$ cat config.mk
export PLATFORM = sky130hd
export DESIGN_NAME = id_tracker_pipelined
export DESIGN_NICKNAME = d
export VERILOG_FILES = /design/src/rtl/ryuki_datatypes.sv /design/src/rtl/id_tracker_pipelined_fifo.sv /design/src/rtl/id_tracker_pipelined.sv
export SDC_FILE = /design/constraint.sdc
export NUM_CORES = 1
export LEC_CHECK = 0
export ABC_CLOCK_PERIOD_IN_PS = 9900
export BUFFER_PORTS_ARGS = -buffer_cell sky130_fd_sc_hd__clkbuf_2
export CAP_MARGIN = 30
export CORE_ASPECT_RATIO = 0.6
export CORE_MARGIN = 4
export CORE_UTILIZATION = 49
export CTS_CLUSTER_DIAMETER = 120
export DETAILED_ROUTE_END_ITERATION = 7
export PLACE_DENSITY = 0.74
export SYNTH_ARGS = -nofsm -noshare
export SYNTH_HDL_FRONTEND = slang
export SYNTH_SLANG_ARGS = --single-unit
$ cat constraint.sdc
create_clock -name clk -period 9.9 [get_ports clk]
set_clock_uncertainty 0.15 [all_clocks]
set_input_delay 0.99 -clock clk [delete_from_list [all_inputs] [get_ports clk]]
set_output_delay 0.99 -clock clk [all_outputs]
set_load 0.005 [all_outputs]
$ cat src/rtl/ryuki_datatypes.sv
// Shared trace datatypes for the Ryuki pipeline trackers.
// Time fields are 32 bits wide; narrower counters are stored zero-extended.
package ryuki_datatypes;

  typedef struct packed {
    logic [31:0] pc;
    logic [31:0] instruction;
    logic [31:0] ex_data;
    logic [31:0] wb_data;
    logic [31:0] time_start;
    logic [31:0] time_end;
    logic        pass_through;
  } trace_output;

  typedef enum logic [1:0] {
    IDLE        = 2'd0,
    WAIT_DECODE = 2'd1,
    DECODING    = 2'd2,
    DONE        = 2'd3
  } tracker_state_e;

endpackage

$ cat src/rtl/id_tracker_pipelined_fifo.sv
// Parametrised trace_output FIFO with combinational head and entry count.
// Push while full and pop while empty are ignored.
module trace_fifo
  import ryuki_datatypes::*;
#(
  parameter int DEPTH = 4
) (
  input  logic                     clk,
  input  logic                     rst,
  input  logic                     push,
  input  trace_output              push_data,
  input  logic                     pop,
  output trace_output              pop_data,
  output logic                     full,
  output logic                     empty,
  output logic [$clog2(DEPTH):0]   count
);

  localparam int PTR_W = $clog2(DEPTH);
  localparam int CNT_W = PTR_W + 1;

  logic [PTR_W-1:0] wr_ptr_q, wr_ptr_d;
  logic [PTR_W-1:0] rd_ptr_q, rd_ptr_d;
  logic [CNT_W-1:0] count_q, count_d;
  trace_output      mem_q [DEPTH];
  trace_output      mem_d [DEPTH];
  logic             do_push;
  logic             do_pop;

  assign full     = (count_q == CNT_W'(DEPTH));
  assign empty    = (count_q == '0);
  assign count    = count_q;
  assign pop_data = mem_q[rd_ptr_q];
  assign do_push  = push && !full;
  assign do_pop   = pop && !empty;

  always_comb begin
    wr_ptr_d = wr_ptr_q;
    rd_ptr_d = rd_ptr_q;
    count_d  = count_q;
    mem_d    = mem_q;
    if (do_push) begin
      mem_d[wr_ptr_q] = push_data;
      wr_ptr_d        = wr_ptr_q + 1'b1;
    end
    if (do_pop) begin
      rd_ptr_d = rd_ptr_q + 1'b1;
    end
    case ({do_push, do_pop})
      2'b10:   count_d = count_q + 1'b1;
      2'b01:   count_d = count_q - 1'b1;
      default: count_d = count_q;
    endcase
  end

  always_ff @(posedge clk or posedge rst) begin
    if (rst) begin
      wr_ptr_q <= '0;
      rd_ptr_q <= '0;
      count_q  <= '0;
    end else begin
      wr_ptr_q <= wr_ptr_d;
      rd_ptr_q <= rd_ptr_d;
      count_q  <= count_d;
    end
  end

  // Storage carries data only, so it is left out of reset.
  always_ff @(posedge clk) begin
    mem_q <= mem_d;
  end

endmodule

$ cat src/rtl/id_tracker_pipelined.sv
// ID-stage trace tracker: buffers IF elements, timestamps each decode window,
// marks jump pass-through and hands finished elements to the EX tracker.
module id_tracker_pipelined
  import ryuki_datatypes::*;
#(
  parameter int ADDR_WIDTH = 32,
  parameter int DATA_WIDTH = 32,
  parameter int TIME_WIDTH = 32,
  parameter int DEPTH      = 4,
  parameter int DEDUP      = 1
) (
  input  logic                    clk,
  input  logic                    rst,
  input  logic [TIME_WIDTH-1:0]   counter,
  input  logic                    if_valid,
  output logic                    if_ready,
  input  trace_output             if_data,
  input  logic                    is_decoding,
  input  logic                    jump_done,
  output logic                    id_valid,
  input  logic                    id_ready,
  output trace_output             id_data,
  output logic [$clog2(DEPTH):0]  occupancy,
  output logic                    stall_seen
);

  localparam logic [31:0] ADDR_MASK = 32'((64'd1 << ADDR_WIDTH) - 64'd1);
  localparam logic [31:0] DATA_MASK = 32'((64'd1 << DATA_WIDTH) - 64'd1);

  function automatic trace_output fit_widths(input trace_output t);
    trace_output f;
    f         = t;
    f.pc      = t.pc & ADDR_MASK;
    f.ex_data = t.ex_data & DATA_MASK;
    f.wb_data = t.wb_data & DATA_MASK;
    return f;
  endfunction

  function automatic logic [31:0] to_ts(input logic [TIME_WIDTH-1:0] c);
    return 32'(c);
  endfunction

  function automatic trace_output apply_jump(input trace_output t, input logic jmp);
    trace_output f;
    f = t;
    if (jmp) begin
      f.pass_through = 1'b1;
      f.ex_data      = '0;
      f.wb_data      = '0;
    end
    return f;
  endfunction

  tracker_state_e state_q, state_d;
  trace_output    work_q, work_d;
  trace_output    id_data_q, id_data_d;
  logic           id_valid_q, id_valid_d;
  logic [31:0]    last_instr_q, last_instr_d;
  logic           stall_seen_q, stall_seen_d;

  logic           fifo_push;
  logic           fifo_pop;
  logic           fifo_full;
  logic           fifo_empty;
  trace_output    fifo_head;
  logic           accept;
  logic           dup;

  trace_fifo #(
    .DEPTH (DEPTH)
  ) u_fifo (
    .clk       (clk),
    .rst       (rst),
    .push      (fifo_push),
    .push_data (fit_widths(if_data)),
    .pop       (fifo_pop),
    .pop_data  (fifo_head),
    .full      (fifo_full),
    .empty     (fifo_empty),
    .count     (occupancy)
  );

  // Duplicates still complete the handshake; they are just not stored.
  assign if_ready  = !fifo_full;
  assign accept    = if_valid && !fifo_full;
  assign dup       = (DEDUP != 0) && (if_data.instruction == last_instr_q);
  assign fifo_push = accept && !dup;

  assign id_valid   = id_valid_q;
  assign id_data    = id_data_q;
  assign stall_seen = stall_seen_q;

  always_comb begin
    state_d      = state_q;
    work_d       = work_q;
    id_data_d    = id_data_q;
    id_valid_d   = id_valid_q;
    fifo_pop     = 1'b0;
    last_instr_d = accept ? if_data.instruction : last_instr_q;
    stall_seen_d = stall_seen_q || (if_valid && fifo_full);

    if (id_valid_q && id_ready) begin
      id_valid_d = 1'b0;
    end

    case (state_q)
      IDLE: begin
        if (!fifo_empty) begin
          fifo_pop = 1'b1;
          work_d   = fifo_head;
          state_d  = WAIT_DECODE;
        end
      end
      WAIT_DECODE: begin
        if (is_decoding) begin
          work_d            = apply_jump(work_q, jump_done);
          work_d.time_start = to_ts(counter);
          state_d           = DECODING;
        end
      end
      DECODING: begin
        work_d = apply_jump(work_q, jump_done);
        if (!is_decoding) begin
          work_d.time_end = to_ts(counter);
          state_d         = DONE;
        end
      end
      DONE: begin
        // Output register is free if empty or being drained this cycle.
        if (!id_valid_q || id_ready) begin
          id_data_d  = work_q;
          id_valid_d = 1'b1;
          if (!fifo_empty) begin
            fifo_pop = 1'b1;
            work_d   = fifo_head;
            state_d  = WAIT_DECODE;
          end else begin
            state_d = IDLE;
          end
        end
      end
      default: state_d = IDLE;
    endcase
  end

  always_ff @(posedge clk or posedge rst) begin
    if (rst) begin
      state_q      <= IDLE;
      id_valid_q   <= 1'b0;
      id_data_q    <= '0;
      last_instr_q <= '0;
      stall_seen_q <= 1'b0;
    end else begin
      state_q      <= state_d;
      id_valid_q   <= id_valid_d;
      id_data_q    <= id_data_d;
      last_instr_q <= last_instr_d;
      stall_seen_q <= stall_seen_d;
    end
  end

  always_ff @(posedge clk) begin
    work_q <= work_d;
  end

endmodule

[Yosys cells after proc, flatten, opt, wreduce, memory -nomap -nowiden]
Cells that the tools add are included.
Storage, ports and cells
  logic and storage cells: 119
  input port bits: 231
  register bits after elaboration: 1201
  output and inout bits: 199
Cells by class
  eq/ne operators: 11
  $lt $le $gt $ge: 3
  bitwise logic cells: 4
  reduce and logical (&&, ||, !) cells: 22
  add/sub/neg operators: 4
  multiplexer cells: 26
Operators by type and width (number)
  $mux W193: 5
  $bwmux W772: 1
  $pmux W193 S4: 1
  $bmux W193 S2: 1
  $demux W193 S2: 1
  $mux W129: 1
  $mux W64: 1
  $eq A32 B32 Y1: 1
  $mux W32: 1
  $reduce_and A3 Y1: 3
  $mux W2: 4
  $ne A2 B2 Y1 const B: 4
  $pmux W2 S4: 1
  $logic_and A1 B1 Y1: 7
  $mux W1: 7
  $eq A2 B2 Y1 const B: 3
  $ge A3 B3 Y1 const B: 2
  $not A2 Y3: 2
  $pmux W3 S2: 1
  $add A2 B1 Y2 const B: 2
  $eq A2 B1 Y1 const B: 2
  $logic_not A1 Y1: 4
  $reduce_and A2 Y1: 2
  $reduce_and A4 Y1: 1
  other kinds (10): 12

[Longest topological paths before layout]
Gate-level depths: netlist (run 1).
  word-level depth: 7
  gate-level depth with buffers: 11
  depth with buffers taken out: 11

[Modules after synthesis]
Synthesis (run 1) repeated with hierarchy kept, for this count alone.
Unflattened totals
  cell total of the unflattened synthesis: 2287
  area, all modules: 46093.0 um^2
Modules (own cells, without submodules)
  trace_fifo: cells each 1047, instances 1, seq. area each 23357.4 um^2, area each 28274.6 um^2
  id_tracker_pipelined: cells each 1240, instances 1, seq. area each 11526.1 um^2, area each 17818.3 um^2

[Worst setup path after synthesis (run 1)]
OpenSTA, ideal clock, no wires.
  kind: input to register
  from: input id_ready
  to: register work_q[129] in the netlist's numbering, enable pin
  cell stages on the path: 2
  data required time: 9.106 ns
  path buffers: 0
  path slack: 1.872 ns
  library setup time: 0.644 ns
  arrival: 7.235 ns
  cells stage by stage: and3b_1 -> nor4_1
On the way
  cells in the longest elaborated chain, start to end: 3
RTL lines
  from (decl): line id_tracker_pipelined.sv:21  | input logic id_ready,
  $logic_or A1 B1 Y1: line id_tracker_pipelined.sv:130  | if (!id_valid_q || id_ready) begin
  $ne A2 B2 Y1 (no line)
  $reduce_and A3 Y1 (no line)
  to (signal assigned): line id_tracker_pipelined.sv:163  | work_q <= work_d;
  to (decl): line id_tracker_pipelined.sv:55  | trace_output work_q, work_d;
No other way between the ends.
A chain may end at the register's enable or synchronous reset.

[Worst setup path in the final report (run 1)]
  from: register u_fifo.count_q[0] (netlist: u_fifo.count[0])
  to: register u_fifo.mem_q[67] in the netlist's numbering, enable pin
On the way
  cells in the longest elaborated chain, start to end: 5
RTL lines
  from (decl): line id_tracker_pipelined_fifo.sv:24  | logic [CNT_W-1:0] count_q, count_d;
  from (signal assigned): line id_tracker_pipelined_fifo.sv:64  | count_q <= count_d;
  $eq A3 B3 Y1 *: line id_tracker_pipelined_fifo.sv:30  | assign full = (count_q == CNT_W'(DEPTH));
  $logic_not A1 Y1 *: line id_tracker_pipelined_fifo.sv:34, id_tracker_pipelined.sv:85
  $logic_and A1 B1 Y1: line id_tracker_pipelined.sv:85  | assign accept = if_valid && !fifo_full;
  $logic_and A1 B1 Y1: line id_tracker_pipelined.sv:87  | assign fifo_push = accept && !dup;
  $logic_and A1 B1 Y1 *: line id_tracker_pipelined_fifo.sv:34  | assign do_push = push && !full;
  to (signal assigned): line id_tracker_pipelined_fifo.sv:70  | mem_q <= mem_d;
  to (decl): line id_tracker_pipelined_fifo.sv:25  | trace_output mem_q [DEPTH];
Mark *: on every way between the ends. The rest lies on a longest branch, timed or not.

==> qor.yml, run 1 <==
die:
  start_util_pct: 49.9
  die_w_um: 400
  die_h_um: 243
  rows: 85
  ios: 430
  core_area_um2: 90600
  fp.dieArea_um2: 97300
synthesis:
  syn-num-nets: 2522
  yosysSeqAreaShare_pct: 77.2
  synth_edf_count: 965
  async_flop_share_pct: 19.7
  ys_ff_latch: 1201
  yosys.cell_types.count: 36
  synth_ff_type: "edfxtp_1"
  synthCells: 2280
  yosysWarnings: 0
  synth_area_um2: 45200
  syn_area_per_cell_um2: 19.8
grt:
  grt_pass1_wl_mm: 155
  grt_use_met1_pct: 30.9
  use_met3_pct: 6.13
  grt.total_usage_pct: 21.6
  grt-ovfl-total: 0
  antenna_found_initial: 37
  grt_max_degree: 77
  grt_pass1_vias: 23500
  use_met2_pct: 32.4
  top_usage_layer: "met2"
final_layout:
  stdcell_count: 4086
  fin_util_pct: 57.9
  design_area_um2: 52500
  areaGrowthSynthToFinish_pct: 16.1
  drive_above_1_share_pct: 37.4
  nets: 2999
drt:
  drtPass1Iterations: 5
  viasPerCell: 5.51
  vias: 22500
  drc: 0
  wl_per_cell_um: 25.5
  antenna_left: 0
  drt_iter0_drc: 2003
  routed_wl_mm: 104
timing:
  worst_pin_slew_ns: 1.02
  setup_slack_ns: 5.72
  min_period_over_period_pct: 42.2
  final.min_clock_period_ns: 4.18
  hold_violations: 0
  fmax_mhz: 239
  whs_ns: 0.241
  finalSetupViolCount: 0
  slew_headroom_pct: 32.0
  fin_tns_setup_ns: 0
  rsz0062_at_grt: "false"
  finalMaxSlewViolations: 0
cts:
  numCtsBuffers: 106
  clock_latency_ns: 0.69
  post_cts_resized: 0
  cts-root-buf: "clkbuf_16"
  ctsHtreeMaxLevel: 3
  holdBufCountCts: 0
  cts_sinks: 1201
  path_clk_slew_ns: 0.06
  tritoncts: "built"
  clk_path_buf_depth: 3
  cts_setup_buffers: 0
power:
  p_leak_nw: 19.5
  peakVddDrop_mv: 0.207
  p_per_area_nw_per_um2: 333
  p_total_mw: 17.4
setup_path:
  r2r_setup_slack_ns: 5.72
  cp.arrival_ns: 4.32
  cp-start-kind: "register"
  cp_max_fo: 52
  cp_cell_sequence: "nor2_1 > nand2_1 > nand2_1 > buf_4 > a21oi_2 > and2_4 > buf_4 > buf_4"
  worstRegToRegCells: 8
  critPathMostFrequentCell: "buf_4"
  slowest_stage: "and2_4"
  critical_path.max_stage_delay_ns: 0.79
  rr_startpoint: "u_fifo.count[0]$_DFFE_PP0P_"
  path_class: "register to register"
  worst_setup_path_end_kind: "register"
  r2r_end: "u_fifo.mem_q[67]$_DFFE_PP_"
  cp_data_required_time_ns: 10.05
place:
  globalplace.congestion: 0.821
  dpl_cell_area_um2: 48700
  port_buffers: 429
  dpl.cell_count: 3862
  place_hpwl_mm: 65.8
  pre_cts_ws_ns: 5.11
min_path:
  hold_class: "input pin to async pin"
run_status:
  status: "finished clean"
job:
  drv_cap: 0
-- cells in the final DEF, fill, tap and decap left out, types with 17 or more instances in the layout --
master	instances
edfxtp_1	965
clkbuf_2	429
dfrtp_1	234
mux2_2	226
mux4_2	193
inv_1	138
nand2_1	128
clkbuf_16	111
o21ai_1	84
nor2b_1	65
o21ai_0	45
buf_4	36
xnor2_1	35
clkbuf_1	32
clkinv_2	18
diode_2	17
-- registers in the layout, indices dropped and copies added (netlist names) --
register	count
u_fifo.count	3
id_valid	1
last_instr_q	32
u_fifo.mem_q	772
id_data	193
stall_seen	1
u_fifo.rd_ptr_q	2
state_q	2
u_fifo.wr_ptr_q	2
work_q	193
-- worst max path at each step --
| stage | from | endpoint | slack, ns | cells past startpoint |
|---|---|---|---|---|
| 6_report | u_fifo.count[0]$_DFFE_PP0P_ | u_fifo.mem_q[67]$_DFFE_PP_ | 5.72 | 8 |
| 5_1_grt | u_fifo.count[0]$_DFFE_PP0P_ | u_fifo.mem_q[67]$_DFFE_PP_ | 5.46 | 8 |
| 4_1_cts | u_fifo.count[0]$_DFFE_PP0P_ | u_fifo.mem_q[72]$_DFFE_PP_ | 5.66 | 8 |
| 3_5_place_dp | if_data[148] | u_fifo.mem_q[104]$_DFFE_PP_ | 5.11 | 8 |
| 3_3_place_gp | if_data[134] | u_fifo.mem_q[268]$_DFFE_PP_ | 5.19 | 8 |
| 2_1_floorplan | id_ready | work_q[129]$_SDFFCE_PN0P_ | 1.87 | 2 |
-- critical path, delay by kind of cell (launching register included) --
kind / cells / cell delay [ns]
buffers and inverters: 3 / 1.58
AND/OR/NAND/NOR: 4 / 1.06
flip-flops: 1 / 0.44
AO/OA/AOI/OAI: 1 / 0.37
-- cell type report --
| type | count | area (um2) |
|---|---|---|
| inverter | 139 | 529 |
| clock inverter | 47 | 492 |
| multi-input combinational | 835 | 9260 |
| tap | 1218 | 1520 |
| sequential | 1201 | 34900 |
| fill | 6658 | 38200 |
| antenna | 17 | 42.5 |
| timing repair buffer | 474 | 2660 |
| clock buffer | 155 | 3060 |
-- cells by family after synthesis --
| kind of cell | Yosys count | share of synthesized area (%) |
|---|---|---|
| compound gates | 139 | 1.60 |
| xor+xnor | 38 | 0.736 |
| flops | 1201 | 77.2 |
| mux | 421 | 15.3 |
| fa+ha+maj | 11 | 0.321 |
| simple gates | 226 | 2.39 |
| buf+inv | 244 | 2.49 |
-- synth_stat cells (3+ instances only) --
cell,n,area [um2]
edfxtp_1,965,29000
dfrtp_1,236,5910
mux2_2,226,2540
mux4_2,193,4350
inv_1,139,522
nand2_1,129,484
o21ai_1,84,420
nor2b_1,66,413
buf_2,53,265
o21ai_0,45,225
xnor2_1,35,307
clkbuf_1,31,116
buf_6,17,191
ha_1,10,125
nand4_1,8,50.1
and2_1,6,37.5
buf_4,4,30.0
nor2_1,4,15.0
nor4_1,4,25.0
nand3_1,3,15.0
xor2_1,3,26.3
-- report_power, final --
part	total, mW	switching, mW	internal (mW)
registers	8.08	0.645	7.43
clock network	4.18	1.79	2.39
logic	5.19	2.96	2.23
-- routing by layer --
metal	share of wire, %	routed length, um
met4	2.8	2930
met5	0.21	221
met3	7.9	8250
met2	47	48600
met1	42	44200
Power figures use the tool's default switching activity.
==> run 2: changes to the inputs <==
--- a/config.mk
+++ b/config.mk
@@ -5,7 +5,7 @@
 export SDC_FILE = /design/constraint.sdc
 export NUM_CORES = 1
 export LEC_CHECK = 0
-export ABC_CLOCK_PERIOD_IN_PS = 9900
+export ABC_CLOCK_PERIOD_IN_PS = 3800
 export BUFFER_PORTS_ARGS = -buffer_cell sky130_fd_sc_hd__clkbuf_2
 export CAP_MARGIN = 30
 export CORE_ASPECT_RATIO = 0.6
@@ -13,7 +13,7 @@
 export CORE_UTILIZATION = 49
 export CTS_CLUSTER_DIAMETER = 120
 export DETAILED_ROUTE_END_ITERATION = 7
-export PLACE_DENSITY = 0.74
+export PLACE_DENSITY = 0.77
 export SYNTH_ARGS = -nofsm -noshare
 export SYNTH_HDL_FRONTEND = slang
 export SYNTH_SLANG_ARGS = --single-unit
==> constraint.sdc (replaced) <==
create_clock -name clk -period 3.8 [get_ports clk]
set_clock_uncertainty 0.15 [all_clocks]
set_input_delay 0.38 -clock clk [delete_from_list [all_inputs] [get_ports clk]]
set_output_delay 0.38 -clock clk [all_outputs]
set_load 0.005 [all_outputs]
==> run 2 against run 1 <==
Net effect: worst setup slack worse by 5.2 ns; combinational power grew to 2.7 times the previous value; largest cell class unchanged; critical path type unchanged; largest power group unchanged; sequential power grew to 2.6 times the previous value; flip-flop and latch count stayed put.
==> qor.yml, run 2 (synthesized netlist as in run 1, its figures left out) <==
run_status:
  status: "finished clean"
place:
  globalplace.congestion: 0.818  # -0.37%
  place_hpwl_mm: 65.2  # -0.90%
  pre_cts_ws_ns: 0.534  # -4.57 ns
  port_buffers: 429  # unchanged
  dpl_cell_area_um2: 49100  # +0.68%
job:
  drv_cap: 0  # unchanged
setup_path:
  cp.arrival_ns: 3.72  # -0.60 ns
  worst_setup_path_end_kind: "register"
  rr_startpoint: "last_instr_q[5]$_DFFE_PP0N_"
  path_class: "register to register"
  worstRegToRegCells: 11  # +3
  cp_max_fo: 7  # -87%
  crit_path_start: "last_instr_q[5]$_DFFE_PP0N_"
  r2r_setup_slack_ns: 0.53  # -5.19 ns
  cp-start-kind: "register"
  cp_data_required_time_ns: 4.25  # -5.80 ns
  r2r_end: "u_fifo.count[2]$_DFFE_PP0P_"
grt:
  grt.total_usage_pct: 21.9  # +0.35 points
  grt_pass1_vias: 25000  # +6.6%
  antenna_found_initial: 21  # -43%
  grt-ovfl-total: 0  # unchanged
  grt_pass1_wl_mm: 160  # +3.2%
  grt_max_degree: 84  # +9.1%
die:
  die_h_um: 243  # unchanged
  core_area_um2: 90600  # unchanged
  fp.dieArea_um2: 97300  # unchanged
  rows: 85  # unchanged
  die_w_um: 400  # unchanged
  start_util_pct: 49.9  # unchanged
  ios: 430  # unchanged
final_layout:
  multi_input_area_um2: 9270  # +0.11%
  largest-register: "u_fifo.mem_q"
  fill_cells: 6392  # -4.0%
  drive_above_1_share_pct: 35.1  # -2.3 points
  areaGrowthSynthToFinish_pct: 21.5
  largest_reg_flops: 772  # unchanged
  design_area_um2: 54900  # +4.7%
  nets: 3234  # +7.8%
  fin_util_pct: 60.6  # +2.7 points
  final_cell_mix: "edfxtp_1, clkbuf_2, dfrtp_1"
  final_common_cell: "edfxtp_1"
  layout.area.seq_um2: 34900  # unchanged
min_path:
  hold_class: "input pin to async pin"
timing:
  rsz0062_at_grt: "false"
  finalSetupViolCount: 0  # unchanged
  slew_headroom_pct: 37.3  # +5.4 points
  min_period_over_period_pct: 86.1  # +44 points
  final.min_clock_period_ns: 3.27  # -0.908 ns
  fin_tns_setup_ns: 0  # unchanged
  fmax_mhz: 306  # +28%
  hold_violations: 0  # unchanged
  setup_slack_ns: 0.529  # -5.19 ns
  finalMaxSlewViolations: 0  # unchanged
  worst_pin_slew_ns: 0.940  # -0.0803 ns
cts:
  cts-root-buf: "clkbuf_16"
  post_cts_resized: 0  # unchanged
  numCtsBuffers: 106  # unchanged
  ctsHtreeMaxLevel: 3  # unchanged
  cts_sinks: 1201  # unchanged
  clock_latency_ns: 0.70  # about the same
  path_clk_slew_ns: 0.07  # about the same
  tritoncts: "built"
  clk_path_buf_depth: 3  # unchanged
power:
  peakVddDrop_mv: 0.858  # +310%
  p_per_area_nw_per_um2: 832  # +150%
  p_leak_nw: 20.5  # +5.1%
drt:
  drtPass1Iterations: 6  # +1
  vias: 23600  # +4.9%
  antenna_left: 0  # unchanged
  drt_iter0_drc: 2058  # +2.7%
  wl_per_cell_um: 24.6  # -3.7%
  drc: 0  # unchanged
  viasPerCell: 5.47  # -0.77%
  routed_wl_mm: 106  # +1.8%
[run 2: final cells by class]
type                    instances  share of cell area (%)
well taps                    1218                    2.77
diodes                         17                  0.0774
flip-flops and latches       1201                    63.5
repair buffers                709                    9.38
multi-input cells             835                    16.9
clock inverters                55                    1.06
clock buffers                 146                    5.37
inverters                     139                   0.956
[run 2: worst max-delay path by stage]
stage	slack [ns]	end	cells past startpoint
2_1_floorplan	-1.35	work_q[10]$_DFFE_PP_	3
3_3_place_gp	0.49	u_fifo.count[2]$_DFFE_PP0P_	12
3_5_place_dp	0.53	u_fifo.count[2]$_DFFE_PP0P_	12
4_1_cts	0.58	u_fifo.count[2]$_DFFE_PP0P_	11
5_1_grt	0.29	u_fifo.count[2]$_DFFE_PP0P_	11
6_report	0.53	u_fifo.count[2]$_DFFE_PP0P_	11
[run 2: power breakdown]
part,switching (mW),internal [mW]
Clock,4.84,5.93
Sequential,1.52,19.3
Combinational,7.94,6.13
Total,14.3,31.4
[run 2: critical path: stages, from the launching register on]
cell and delay, ns:
dfrtp_1 0.40, xnor2_1 0.44, nand4_1 0.23, nor4_1 0.54, a21oi_2 0.24, inv_1 0.11
ha_1 0.18, inv_1 0.07, fa_1 0.38, xor2_1 0.15, nor2_1 0.11, xor2_1 0.15
[run 2: routing by layer]
layer | up-vias | global-route usage [%] | routed length, um
li1 | 10200 | - | -
met5 | - | 0 | 41
met2 | 922 | 35.7 | 52400
met1 | 12300 | 30.2 | 43400
met4 | 6 | 7.05 | 3300
met3 | 189 | 4.15 | 6900
[run 2: what timing repair did]
item / CTS / global route
buffers inserted: 0 / 0
hold buffers: 230 / 0
endpoints found under the hold margin: 897 / 0
[run 2: per-stage QoR]
step	hold WS, ns	total power [mW]	instances
finish	0.250	45.7	4320
global route	0.251	48.0	4315
CTS	0.206	46.1	4303
detailed placement	0.314	35.1	3872
global placement	0.308	34.3	3870
floorplan	0.305	29.6	2280
